### src/rtl/dm_arbiter.sv
// dm_arbiter: shares one single-port data RAM between two lanes in program order, serialising conflicts with a one-cycle lockstep stall.
module dm_arbiter #(
  parameter int AW = 9,
  parameter int DW = 16,
  parameter int CW = 16
) (
  input  logic          clk,
  input  logic          rst,
  input  logic [AW-1:0] p0_DM_maddr,
  input  logic [AW-1:0] p1_DM_maddr,
  input  logic [DW-1:0] p0_DM_wdata,
  input  logic [DW-1:0] p1_DM_wdata,
  input  logic          p0_DM_write_mem,
  input  logic          p1_DM_write_mem,
  input  logic          p0_DM_read_mem,
  input  logic          p1_DM_read_mem,
  output logic [DW-1:0] p0_DM_rdata,
  output logic [DW-1:0] p1_DM_rdata,
  output logic          p0_DM_rvalid,
  output logic          p1_DM_rvalid,
  output logic          stall,
  output logic [AW-1:0] mem_addr,
  output logic [DW-1:0] mem_wdata,
  output logic          mem_write,
  input  logic [DW-1:0] mem_rdata,
  output logic [CW-1:0] conflict_count
);
  localparam logic IDLE   = 1'b0;
  localparam logic SECOND = 1'b1;
  logic          state;
  logic          hold_write;
  logic [AW-1:0] hold_addr;
  logic [DW-1:0] hold_wdata;
  logic          tag0, tag1;
  logic [DW-1:0] rdata0_q, rdata1_q;
  logic          req0, req1, merge, conflict, idle_st, second_st, own0, own1;
  always_comb begin
    req0      = p0_DM_read_mem | p0_DM_write_mem;
    req1      = p1_DM_read_mem | p1_DM_write_mem;
    merge     = p0_DM_read_mem & p1_DM_read_mem & (p0_DM_maddr == p1_DM_maddr);
    conflict  = req0 & req1 & ~merge;
    idle_st   = rst & (state == IDLE);
    second_st = rst & (state == SECOND);
    stall     = idle_st & conflict;
    // p0 is older, so it always wins the first slot; SECOND replays only the held p1 access
    mem_write = second_st ? hold_write : idle_st & (req0 ? p0_DM_write_mem : p1_DM_write_mem);
    mem_addr  = second_st ? hold_addr : !idle_st ? '0 : req0 ? p0_DM_maddr : req1 ? p1_DM_maddr : '0;
    mem_wdata = !mem_write ? '0 : second_st ? hold_wdata : req0 ? p0_DM_wdata : p1_DM_wdata;
    own0      = idle_st & p0_DM_read_mem;
    own1      = second_st ? ~hold_write : idle_st & p1_DM_read_mem & (merge | ~req0);
  end
  always_ff @(posedge clk or negedge rst) begin
    if (!rst) begin
      state          <= IDLE;
      hold_write     <= 1'b0;
      hold_addr      <= '0;
      hold_wdata     <= '0;
      tag0           <= 1'b0;
      tag1           <= 1'b0;
      rdata0_q       <= '0;
      rdata1_q       <= '0;
      conflict_count <= '0;
    end else begin
      state <= stall ? SECOND : IDLE;
      if (stall) begin
        hold_write <= p1_DM_write_mem;
        hold_addr  <= p1_DM_maddr;
        hold_wdata <= p1_DM_wdata;
      end
      tag0 <= own0;
      tag1 <= own1;
      if (tag0) rdata0_q <= mem_rdata;
      if (tag1) rdata1_q <= mem_rdata;
      if (stall && conflict_count != '1) conflict_count <= conflict_count + CW'(1);
    end
  end
  assign p0_DM_rvalid = tag0;
  assign p1_DM_rvalid = tag1;
  assign p0_DM_rdata  = tag0 ? mem_rdata : rdata0_q;
  assign p1_DM_rdata  = tag1 ? mem_rdata : rdata1_q;
endmodule

### config.mk
export PLATFORM = sky130hd
export DESIGN_NAME = dm_arbiter
export DESIGN_NICKNAME = d
export VERILOG_FILES = /design/src/rtl/dm_arbiter.sv
export SDC_FILE = /design/constraint.sdc
export NUM_CORES = 1
export LEC_CHECK = 0
export CORE_MARGIN = 5
export CORE_UTILIZATION = 40
export DETAILED_ROUTE_END_ITERATION = 12
export MAX_ROUTING_LAYER = met4
export PLACE_DENSITY = 0.75
export SETUP_SLACK_MARGIN = 0.5
export SYNTH_ARGS = -nofsm -noshare
export SYNTH_HDL_FRONTEND = slang
export SYNTH_SLANG_ARGS = --single-unit
### constraint.sdc
create_clock -name clk -period 2.1 [get_ports clk]
set_clock_uncertainty 0.1 [all_clocks]
set_input_delay 0.42 -clock clk [delete_from_list [all_inputs] [get_ports clk]]
set_output_delay 0.42 -clock clk [all_outputs]
set_load 0.01 [all_outputs]
; ---- Word level (Yosys, flattened, before mapping)
; Index checks and enable logic that the tools add are counted.
[totals]
word_cells = 44
out_inout_bits = 77
input_bits = 72
register_bits = 77
[op_classes]
addsub = 1
reduce_logical = 1
eq_ne = 2
n_mux = 13
n_bitwise = 18
[ops]
columns = operator, count
row1 = two-way mux 16 bit, 5
row2 = two-way mux 9 bit, 4
row3 = "adder 16 x 1 -> 16 bit, second input constant", 1
row4 = "!= test 16 bit, second input constant", 1
row5 = AND 1 bit, 11
row6 = equality test 9 bit, 1
row7 = two-way mux 1 bit, 4
row8 = NOT 1 bit, 4
row9 = OR 1 bit, 3
row10 = logical AND 1 bit, 1

; ---- Depth between registers and ports, before layout
; Gate-level depths: netlist of run 1.
[depth]
depth_word = 6
ltp_mapped = 8

; ---- Worst setup path before layout of run 1
; No wires, ideal clock.
[synth_path]
path_type = input to output
from = input port p1_DM_maddr[3]
to = output port stall
arrival_ns = 1.683
required_time_ns = 1.580
setup_slack_ns = -0.103
cell_stages = 8
n_path_buf = 3
path_cell_list = xnor2_1 nand4_1 or4_4 buf_6 nand2b_4 buf_12 buf_12 inv_1
[synth_via]
elab_chain_len = 5
[synth_rtl]
columns = element, line_no
row1 = start: declaration, 10  ; input logic [AW-1:0] p1_DM_maddr,
row2 = equality test 9 bit, 40  ; merge = p0_DM_read_mem & p1_DM_read_mem & (p0_DM_maddr == p1_DM_maddr);
row3 = AND 1 bit, 40
row4 = NOT 1 bit, 41  ; conflict = req0 & req1 & ~merge;
row5 = AND 1 bit, 41
row6 = AND 1 bit, 44  ; stall = idle_st & conflict;
row7 = end: declaration, 21  ; output logic stall,
; No other way between the ends.

; ---- Worst setup path after layout of run 1
[layout_path]
from = register state
to = output port mem_wdata[1]
[layout_via]
elab_chain_len = 5
elab_cells_between_ends = 7
[layout_rtl]
columns = element, line_no
row1 = start: declaration, 30  ; logic state;
row2 = start signal: assignment, 64  ; state <= stall ? SECOND : IDLE;
row3 = NOT 1 bit, 42  ; idle_st = rst & (state == IDLE);
row4 = AND 1 bit, 42
row5 = AND 1 bit, 46  ; mem_write = second_st ? hold_write : idle_st & (req0 ? p0_DM_write_mem : p1_DM_write_mem);
row6 = two-way mux 1 bit, 46
row7 = two-way mux 16 bit (*), 48  ; mem_wdata = !mem_write ? '0 : second_st ? hold_wdata : req0 ? p0_DM_wdata : p1_DM_wdata;
row8 = end: declaration, 23  ; output logic [DW-1:0] mem_wdata,
; Every way passes the cells marked *; elsewhere a longest branch is shown, timed or not.

==> results of run 1 <==
[logic make-up after synthesis]
logic type                 Yosys count  synth area share (%)
muxes                               60                  19.3
buffers and inverters               32                  4.59
xor gates and xnor gates            22                  4.98
and+or+nand+nor                    108                  13.5
AOI/OAI and AO/OA                   34                  7.51
adders and majority gates            1                 0.323
DFF                                 77                  49.8
[tightest hold or removal path, delay by kind of cell]
kind	cells	cell delay, ns
buffers and inverters	3	0.54
[flip-flops by register name, indices dropped and copies added (netlist names)]
name	count
p1_DM_rvalid	1
rdata0_q	16
hold_write	1
p0_DM_rvalid	1
state	1
rdata1_q	16
conflict_count	16
hold_addr	9
hold_wdata	16
[cell type report]
cell class	instances	area share (%)
repair buffers	297	37.5
flip-flops and latches	77	24.5
multi-input cells	226	32.3
clock inverters	6	1.17
well taps	129	2.04
clock buffers	10	1.74
inverters	13	0.711
[power breakdown]
group	switching [mW]	internal [mW]	total, mW
combinational	0.957	1.52	2.48
clock	0.605	0.710	1.32
sequential	0.202	1.81	2.01
[metrics by stage]
| step | instances | setup TNS (ns) |
|---|---|---|
| after CTS | 733 | -3.97 |
| after global placement | 652 | -38.24 |
| after floorplan | 334 | -0.412 |
| after detailed placement | 652 | -41.47 |
| final | 758 | -5.33 |
| after global routing | 758 | -7.83 |
[timing repair]
item / 4_1_cts / 5_1_grt
buffers inserted: 56 / 25
hold buffers: 1 / 0
cloned: 8 / 0
pin swaps: 48 / 34
resized for setup: 545 / 60
endpoints found under the hold margin: 1 / 0
endpoints found under the setup margin: 121 / 115
[routing by layer]
metal	global-route usage, %	routed length [microns]	vias to the layer above
met5	-	0	-
met4	5.14	214	0
met3	5.43	1220	24
met2	48.8	8720	192
met1	32.0	6120	2051
li1	-	-	1793
[placed cells by master (no fill, tap or decap), types with 5 or more instances in the layout]
cell / synthesis / routed
a222oi_1: 9 / 9
a311oi_2: 0 / 7
a311oi_4: 0 / 9
and3_4: 0 / 5
buf_12: 3 / 15
buf_16: 0 / 6
buf_2: 1 / 38
buf_4: 0 / 81
buf_6: 1 / 86
buf_8: 0 / 8
clkbuf_2: 0 / 5
clkbuf_8: 0 / 10
clkdlybuf4s15_1: 0 / 6
clkdlybuf4s50_1: 0 / 48
dfrtp_1: 77 / 67
dfrtp_2: 0 / 10
inv_1: 13 / 11
mux2_4: 19 / 57
nand2_1: 41 / 31
nand2_2: 0 / 7
nand4_1: 9 / 9
nor2_1: 19 / 15
nor3_4: 0 / 5
nor4_4: 0 / 5
xnor2_2: 0 / 10
xor2_1: 9 / 8
[cell usage after synthesis, types with 2 or more instances]
cell,instances,share of area (%)
dfrtp_1,77,50
o21ai_0,2,0.26
xnor2_1,13,2.9
nor3_1,7,0.91
o211ai_1,2,0.39
clkbuf_1,10,0.97
nand4_1,9,1.5
inv_1,13,1.3
buf_12,3,1.6
mux2_4,19,7.4
and2_1,3,0.49
nor2b_1,2,0.32
nor4_1,5,0.81
nand3_1,9,1.2
and3_1,7,1.1
xor2_1,9,2.0
buf_1,4,0.39
or2_2,2,0.32
a31oi_1,2,0.32
a311oi_1,16,3.6
nand2_1,41,4.0
a222oi_1,9,2.3
nor2_1,19,1.8
mux2_2,41,12
[worst max path at each step]
stage | startpoint | to | slack [ns] | cells past startpoint
after floorplan | p1_DM_maddr[3] | stall | -0.06 | 8
after global placement | p1_DM_maddr[3] | stall | -0.78 | 7
after detailed placement | p1_DM_maddr[5] | stall | -0.82 | 7
after CTS | state | mem_wdata[1] | -0.24 | 7
after global routing | state | mem_wdata[2] | -0.33 | 7
final | state | mem_wdata[1] | -0.27 | 7
==> impl_metrics.csv, run 1 <==
group,metric,value,unit
timing,setup_viol_count_final,47,
worst_setup_path,timing.rr.start,"state",
cells_and_area,multi_input_area,0.00256,sq mm
yosys,synth_area,0.00387,sq mm
grt,antenna_found_initial,0,
worst_setup_path,path_max_fanout,5,
yosys,ys_ff_latch,77,
clocking,clk_pin_slew,0.09,ns
yosys,postSynthAreaPerCell,11.6,sq um
grt,grt_pass1_vias,4392,
yosys,syn-num-nets,407,
clocking,cts_made_buffers,9,
worst_hold_path,hold_path.class,"in -> async",
cells_and_area,nFillCells,452,
yosys,async_flop_share,100,%
placed_design,place_congestion,0.856,
floorplanning,initial_core_util,41.5,%
cells_and_area,final_util,84.9,%
cells_and_area,design_area,0.00792,sq mm
yosys,synth_cells,334,
worst_setup_path,path_delay_family,"buffers and inverters",
worst_setup_path,worst-path-buf-inv,4,
worst_setup_path,arrival,1.85,ns
cells_and_area,diodes,0,
placed_design,io_buffers,148,
worst_setup_path,rrSetupSlack,-0.06,ns
pwr,power,5.81,mW
worst_setup_path,rr_endpoint,"hold_wdata[0]",
floorplanning,rows,35,
floorplanning,die_x,108,microns
detailed_routing,num_vias,4060,
flow_run,maxCapViolCount,0,
grt,grt_max_degree,59,
floorplanning,ioPinCount,149,
yosys,synth_cell_types,34,
placed_design,dpl_cell_area,0.00625,sq mm
worst_setup_path,max_stage_delay,0.46,ns
placed_design,dp_hpwl,8410,microns
floorplanning,die-area,0.0117,sq mm
timing,layout_min_cycle_time,2.37,ns
cells_and_area,drive_gt1_share,64.4,%
timing,rsz0062_at_grt,"yes",
clocking,h-tree-depth,3,
pwr,ir_worst_vdd,0.540,mV
pwr,leakagePower,3.75,nW
detailed_routing,drt_iter0_drc,202,
worst_setup_path,cp-end-kind,"output pin",
worst_setup_path,crit_chain,"nand2b_4 -> o311ai_4 -> buf_6 -> buf_16 -> buf_6 -> a311oi_2 -> buf_2",
worst_setup_path,required,1.58,ns
timing,worst_slew_pin_slew,0.759,ns
worst_setup_path,critPathMostFrequentCell,"buf_6",
worst_setup_path,slowest_stage,"dfrtp_2",
timing,relSlewSlack,48.8,%
yosys,yosys_most_used_dff,"dfrtp_1",
timing,clock.fmax,422,MHz
cells_and_area,final_nets,697,
detailed_routing,routedWlPerCell,21.5,microns
detailed_routing,drc,0,
detailed_routing,wl,16300,microns
detailed_routing,ant_nets,0,
floorplanning,core-area,0.00933,sq mm
grt,grt_pass1_wl,24000,microns
clocking,cts_num_sinks,77,
outcome,violations,"negative setup slack",
timing,hold_viol,0,
worst_setup_path,worst-setup-path-type,"reg -> out",
yosys,yosysWarnings,0,
clocking,root_buffer,"clkbuf_8",
yosys,yosysSeqAreaShare,49.8,%
detailed_routing,viasPerCell,5.36,
timing,holdWs,0.128,ns
yosys,synth-edff-count,0,
clocking,cts.path.max_buffers,2,
timing,final.setup.worst_slack,-0.269,ns
detailed_routing,dr.pass1.iters,5,
cells_and_area,layout.area.seq,0.00194,sq mm
grt,grt-ovfl-total,0,
cells_and_area,syn2layout_area_growth,105,%
pwr,p_per_area,733,mW/mm^2
floorplanning,die_y,108,microns
outcome,status,"finished, violations left",
timing,drv_slew,0,
clocking,clk_latency,0.36,ns
worst_setup_path,r2r_cells,10,
placed_design,pre_cts_ws,-0.817,ns
clocking,tritoncts,"done",
timing,fin_crit_sh,113,%
grt,grt.total_usage,27.2,%
worst_setup_path,worst_setup_path_start_kind,"flip-flop",
(Power assumes the default switching activity.)
==> run 2, diff against run 1 <==
==> constraint.sdc (replaced) <==
create_clock -name clk -period 2.1 [get_ports clk]
set_clock_uncertainty 0.1 [all_clocks]
set_input_delay 0.42 -clock clk [delete_from_list [all_inputs] [get_ports clk]]
set_output_delay 0.42 -clock clk [all_outputs]
set_load 0.05 [all_outputs]
==> run 2 against run 1 <==
The flow still finishes with violations (negative setup slack). Core utilization down 2.9 points. Critical path depth shrank 1. Combinational power increased by 40%. Via count shrank 7.5%. Highest routed layer unchanged. Final cell count down 7.7%. Routed wire length decreased by 11%. Power increased by 18%. Largest power group unchanged. Critical path type unchanged.
==> impl_metrics.csv, run 2 (synthesized netlist as in run 1, its figures left out) <==
group,metric,value,unit
outcome,status,"finished, violations left",
outcome,violations,"negative setup slack",
grt,grt_max_degree,41,
timing,fin_crit_sh,113,%
floorplanning,die_y,108,microns
timing,final.setup.worst_slack,-0.283,ns
worst_setup_path,crit_chain,"buf_6 -> nand2_8 -> buf_12 -> nor2_1 -> a311oi_4 -> buf_6",
pwr,leakagePower,3.46,nW
clocking,clk_latency,0.35,ns
floorplanning,rows,35,
timing,layout_min_cycle_time,2.38,ns
clocking,cts.path.max_buffers,2,
pwr,ir_worst_vdd,0.594,mV
clocking,h-tree-depth,3,
worst_setup_path,path_max_fanout,7,
worst_setup_path,cp-end-kind,"output pin",
pwr,power.share.clock,20.0,%
clocking,cts_num_sinks,77,
grt,use_met1,29.8,%
grt,gr-usage-met3,6.87,%
worst_setup_path,path_delay_family,"buffers and inverters",
worst_setup_path,worst-path-buf-inv,3,
floorplanning,initial_core_util,41.5,%
worst_setup_path,startpoint,"state",
placed_design,dp_hpwl,9250,microns
pwr,p_sw,2.55,mW
clocking,cts_made_buffers,9,
detailed_routing,routedWlPerCell,20.7,microns
cells_and_area,drive_gt1_share,59.2,%
worst_setup_path,max_stage_delay,0.48,ns
worst_setup_path,required,1.58,ns
cells_and_area,layout_common_cells,"buf_4, buf_12, dfrtp_1",
placed_design,place_congestion,0.843,
grt,grt_pass1_vias,4148,
placed_design,dpl_cell_area,0.00684,sq mm
clocking,clk_pin_slew,0.08,ns
detailed_routing,ant_nets,0,
worst_hold_path,hold_path.class,"in -> async",
timing,hold_viol,0,
clocking,root_buffer,"clkbuf_8",
pwr,p_per_area,899,mW/mm^2
worst_setup_path,timing.rr.start,"state",
grt,grt.total_usage,25.7,%
timing,rsz0062_at_grt,"yes",
timing,worst_slew_pin_slew,0.527,ns
worst_setup_path,arrival,1.86,ns
pwr,swShare,37.0,%
floorplanning,die_x,108,microns
pwr,seqPwrFrac,29.8,%
worst_setup_path,critPathMostFrequentCell,"buf_6",
worst_setup_path,slowest_stage,"dfrtp_2",
pwr,internal-power,4.33,mW
detailed_routing,drt_iter0_drc,177,
timing,relSlewSlack,64.9,%
clocking,tritoncts,"done",
worst_setup_path,worst-setup-path-type,"reg -> out",
floorplanning,die-area,0.0117,sq mm
flow_run,maxCapViolCount,0,
timing,drv_slew,0,
floorplanning,core-area,0.00933,sq mm
cells_and_area,final_common_cell,"buf_4",
cells_and_area,final_nets,637,
cells_and_area,design_area,0.00765,sq mm
grt,grt-ovfl-total,0,
worst_setup_path,worst_setup_path_start_kind,"flip-flop",
placed_design,pre_cts_ws,-0.611,ns
placed_design,io_buffers,148,
cells_and_area,final_util,82.0,%
timing,holdWs,0.0908,ns
grt,use_met2,43.4,%
floorplanning,ioPinCount,149,
cells_and_area,syn2layout_area_growth,97.9,%
detailed_routing,drc,0,
timing,clock.fmax,420,MHz
pwr,pwr-share-comb,50.2,%
grt,globalRoute.busiestLayer,"met2",
detailed_routing,num_vias,3754,
timing,setup_viol_count_final,42,
detailed_routing,wl,14500,microns
detailed_routing,dr.pass1.iters,7,
detailed_routing,viasPerCell,5.36,
grt,grt_pass1_wl,22400,microns
grt,antenna_found_initial,2,
-- run 2: repair_timing --
| action | CTS | global route |
|---|---|---|
| setup buffers | 33 | 7 |
| endpoints found under the setup margin | 116 | 109 |
| gates resized for setup | 166 | 19 |
| hold endpoints to repair | 9 | 0 |
| gates cloned | 5 | 0 |
| hold buffers | 1 | 0 |
| pin swaps | 14 | 7 |
-- run 2: cell type report --
type	instances	area (sq um)
repair buffers	237	2810
multi-input cells	226	2430
flip-flops and latches	77	1950
fillers	504	1680
well taps	129	161
clock buffers	10	128
clock inverters	6	113
inverters	13	51.3
diodes	2	5.00
-- run 2: final timing paths --
| path | to | slack (ns) | depth (start not counted) |
|---|---|---|---|
| max | mem_wdata[11] | -0.28 | 6 |
| min | rdata1_q[0] | 0.09 | 2 |
| max reg2reg | hold_addr[4] | -0.03 | 8 |
| min reg2reg | conflict_count[6] | 0.40 | 1 |
| max in group asynchronous | hold_addr[4] | 1.15 | 3 |
| min in group clk | hold_addr[5] | 0.27 | 2 |
-- run 2: routing by layer --
metal / share of wire, % / routed length [microns]
met5: 0 / 0
met4: 2.3 / 336
met3: 6.6 / 954
met2: 51 / 7400
met1: 40 / 5780
-- run 2: power groups by stage --
stage | clock [mW] | sequential [mW] | combinational (mW)
after CTS | 1.37 | 2.04 | 3.39
after global placement | 0 | 2.06 | 3.14
after floorplan | 0 | 2.21 | 1.62
after global routing | 1.46 | 2.09 | 3.58
after detailed placement | 0 | 2.08 | 3.20
final | 1.37 | 2.05 | 3.46
-- run 2: metrics by stage --
| step | total power, mW | TNS, ns | cells |
|---|---|---|---|
| floorplan | 3.83 | -1.61 | 334 |
| global placement | 5.20 | -27.16 | 636 |
| detailed placement | 5.28 | -31.61 | 636 |
| CTS | 6.80 | -5.64 | 691 |
| global route | 7.13 | -9.24 | 700 |
| finish | 6.88 | -5.79 | 700 |
==> run 3, diff against run 2 <==
--- a/config.mk
+++ b/config.mk
@@ -6,10 +6,10 @@
 export NUM_CORES = 1
 export LEC_CHECK = 0
 export CORE_MARGIN = 5
-export CORE_UTILIZATION = 40
+export CORE_UTILIZATION = 48
 export DETAILED_ROUTE_END_ITERATION = 12
 export MAX_ROUTING_LAYER = met4
-export PLACE_DENSITY = 0.75
+export PLACE_DENSITY = 0.85
 export SETUP_SLACK_MARGIN = 0.5
 export SYNTH_ARGS = -nofsm -noshare
 export SYNTH_HDL_FRONTEND = slang
==> constraint.sdc (replaced) <==
create_clock -name clk -period 2.8 [get_ports clk]
set_clock_uncertainty 0.1 [all_clocks]
set_input_delay 0.56 -clock clk [delete_from_list [all_inputs] [get_ports clk]]
set_output_delay 0.56 -clock clk [all_outputs]
set_load 0.05 [all_outputs]
==> run 3 against run 2 <==
The flow now finishes without violations. Global-route usage increased by 0.073 points. Non-clock buffer count is 49 lower. Sequential power down 27%. Setup slack gained 0.57 ns. Combinational power shrank 43%. Via count shrank 7.0%. Critical path depth is 1 higher.
==> impl_metrics.csv, run 3 (synthesized netlist as in run 1, its figures left out) <==
group,metric,value,unit
clocking,clk_latency,0.36,ns
floorplanning,core-area,0.00781,sq mm
pwr,ir_worst_vdd,0.520,mV
grt,grt.total_usage,25.8,%
worst_setup_path,path_max_fanout,2,
clocking,clk_pin_slew,0.10,ns
clocking,tritoncts,"done",
detailed_routing,dr.pass1.iters,7,
floorplanning,die_x,99.8,microns
detailed_routing,wl,12600,microns
grt,gr-usage-met3,4.84,%
placed_design,place_congestion,0.881,
cells_and_area,final_nets,588,
worst_setup_path,path_delay_family,"simple AND/OR/NAND/NOR gates",
placed_design,dpl_cell_area,0.00611,sq mm
detailed_routing,viasPerCell,5.61,
grt,use_met1,31.9,%
pwr,p_per_area,656,mW/mm^2
worst_setup_path,max_stage_delay,0.47,ns
cells_and_area,final_common_cell,"dfrtp_1",
timing,drv_slew,0,
grt,use_met2,42.9,%
cells_and_area,layout_common_cells,"dfrtp_1, buf_4, clkdlybuf4s50_1",
floorplanning,die_y,99.8,microns
grt,grt-ovfl-total,0,
cells_and_area,multi_input_area,0.00215,sq mm
timing,layout_min_cycle_time,2.52,ns
worst_setup_path,worst_setup_path_start_kind,"input port",
timing,setup_viol_count_final,0,
cells_and_area,design_area,0.00661,sq mm
timing,holdWs,0.110,ns
pwr,leakagePower,2.98,nW
placed_design,io_buffers,148,
clocking,cts_made_buffers,9,
timing,final.setup.worst_slack,0.284,ns
cells_and_area,diodes,0,
clocking,cts_num_sinks,77,
grt,grt_max_degree,58,
cells_and_area,layout.area.seq,0.00193,sq mm
cells_and_area,final_cell_count_no_fill,622,
timing,worst_slew_pin_slew,0.704,ns
placed_design,dp_hpwl,8580,microns
floorplanning,rows,32,
worst_setup_path,crit_chain,"clkdlybuf4s15_1 -> xnor2_1 -> nand4_1 -> or4_4 -> nand2b_4 -> inv_4 -> buf_12",
grt,antenna_found_initial,0,
timing,fin_crit_sh,89.8,%
outcome,status,"complete, no violations",
timing,clock.fmax,398,MHz
worst_setup_path,slowest_stage,"or4_4",
timing,rsz0062_at_grt,"yes",
worst_setup_path,worst-path-buf-inv,3,
floorplanning,die-area,0.00995,sq mm
detailed_routing,drc,0,
timing,tns,0,ns
placed_design,pre_cts_ws,-0.130,ns
grt,grt_pass1_vias,3732,
grt,grt_pass1_wl,19700,microns
detailed_routing,num_vias,3490,
floorplanning,initial_core_util,49.5,%
grt,globalRoute.busiestLayer,"met2",
worst_setup_path,arrival,1.86,ns
clocking,root_buffer,"clkbuf_8",
timing,relSlewSlack,53.1,%
worst_setup_path,required,2.14,ns
clocking,h-tree-depth,3,
detailed_routing,drt_iter0_drc,163,
clocking,cts.path.max_buffers,2,
cells_and_area,syn2layout_area_growth,70.9,%
worst_hold_path,hold_path.class,"in -> async",
detailed_routing,ant_nets,0,
cells_and_area,nFillCells,395,
worst_setup_path,worst-setup-path-type,"in -> out",
detailed_routing,routedWlPerCell,20.2,microns
timing,hold_viol,0,
floorplanning,ioPinCount,149,
flow_run,maxCapViolCount,0,
cells_and_area,drive_gt1_share,45.4,%
placed_design,dp.cells,588,
worst_setup_path,cp-end-kind,"output pin",
-- run 3: cell count changes in the layout (fill, tap and decap cells not counted), moves of 6 or more --
cell             delta
buf_12             -26
buf_2              -12
buf_4              -11
buf_6               -8
clkdlybuf4s15_1     +6
dfrtp_1            +14
dfrtp_2            -12
dlygate4sd2_1      +10
mux2_2             +39
mux2_4             -39
nor2_1              +6
-- run 3: worst reg2reg max path, cell delays in order, from the launching register on --
cell and delay, ns:
dfrtp_1 0.42, ha_1 0.22, and3_1 0.24, and3_1 0.27, nor4b_1 0.36, mux2_2 0.38
-- run 3: where the power goes --
part	internal, mW	switching (mW)
Combinational	0.808	1.17
Clock	0.356	0.495
Sequential	1.35	0.149
Total	2.52	1.82
-- run 3: area by class of cell --
class,count,area share [%]
Timing Repair Buffer,188,32.5
Clock inverter,7,1.15
Sequential cell,77,29.2
Multi-Input combinational cell,226,32.5
Inverter,13,0.776
Clock buffer,9,1.87
Tap cell,102,1.93
-- run 3: worst paths after layout --
| check | start | cells after the start | to | slack (ns) |
|---|---|---|---|---|
| max | p0_DM_maddr[2] | 7 | stall | 0.28 |
| min | rst | 2 | rdata1_q[4] | 0.11 |
| max reg2reg | conflict_count[0] | 5 | conflict_count[10] | 0.70 |
| min reg2reg | rdata0_q[11] | 1 | rdata0_q[11] | 0.41 |
| max in group asynchronous | rst | 2 | p1_DM_rvalid | 1.70 |
| min in group clk | p1_DM_write_mem | 2 | hold_write | 0.34 |
-- run 3: through the flow --
stage          power [mW]  utilization (%)
2_1_floorplan        2.73                -
3_3_place_gp         3.40             78.3
3_5_place_dp         3.46             78.3
4_1_cts              4.32             82.6
5_1_grt              4.51             84.7
6_report             4.33             84.7
-- run 3: timing repair --
action	CTS	global route
gates resized for setup	94	27
setup buffers	8	4
gates cloned	3	2
endpoints found under the setup margin	67	44
hold buffers	1	0
pin swaps	24	19
endpoints found under the hold margin	7	0
-- run 3: per-layer routing --
layer  share of wire (%)  wire, microns  vias up
li1                    -              -     1578
met1                  40           5040     1740
met2                  52           6540      152
met3                 6.1            772       20
met4                 1.7            209        0
met5                   0              0        -
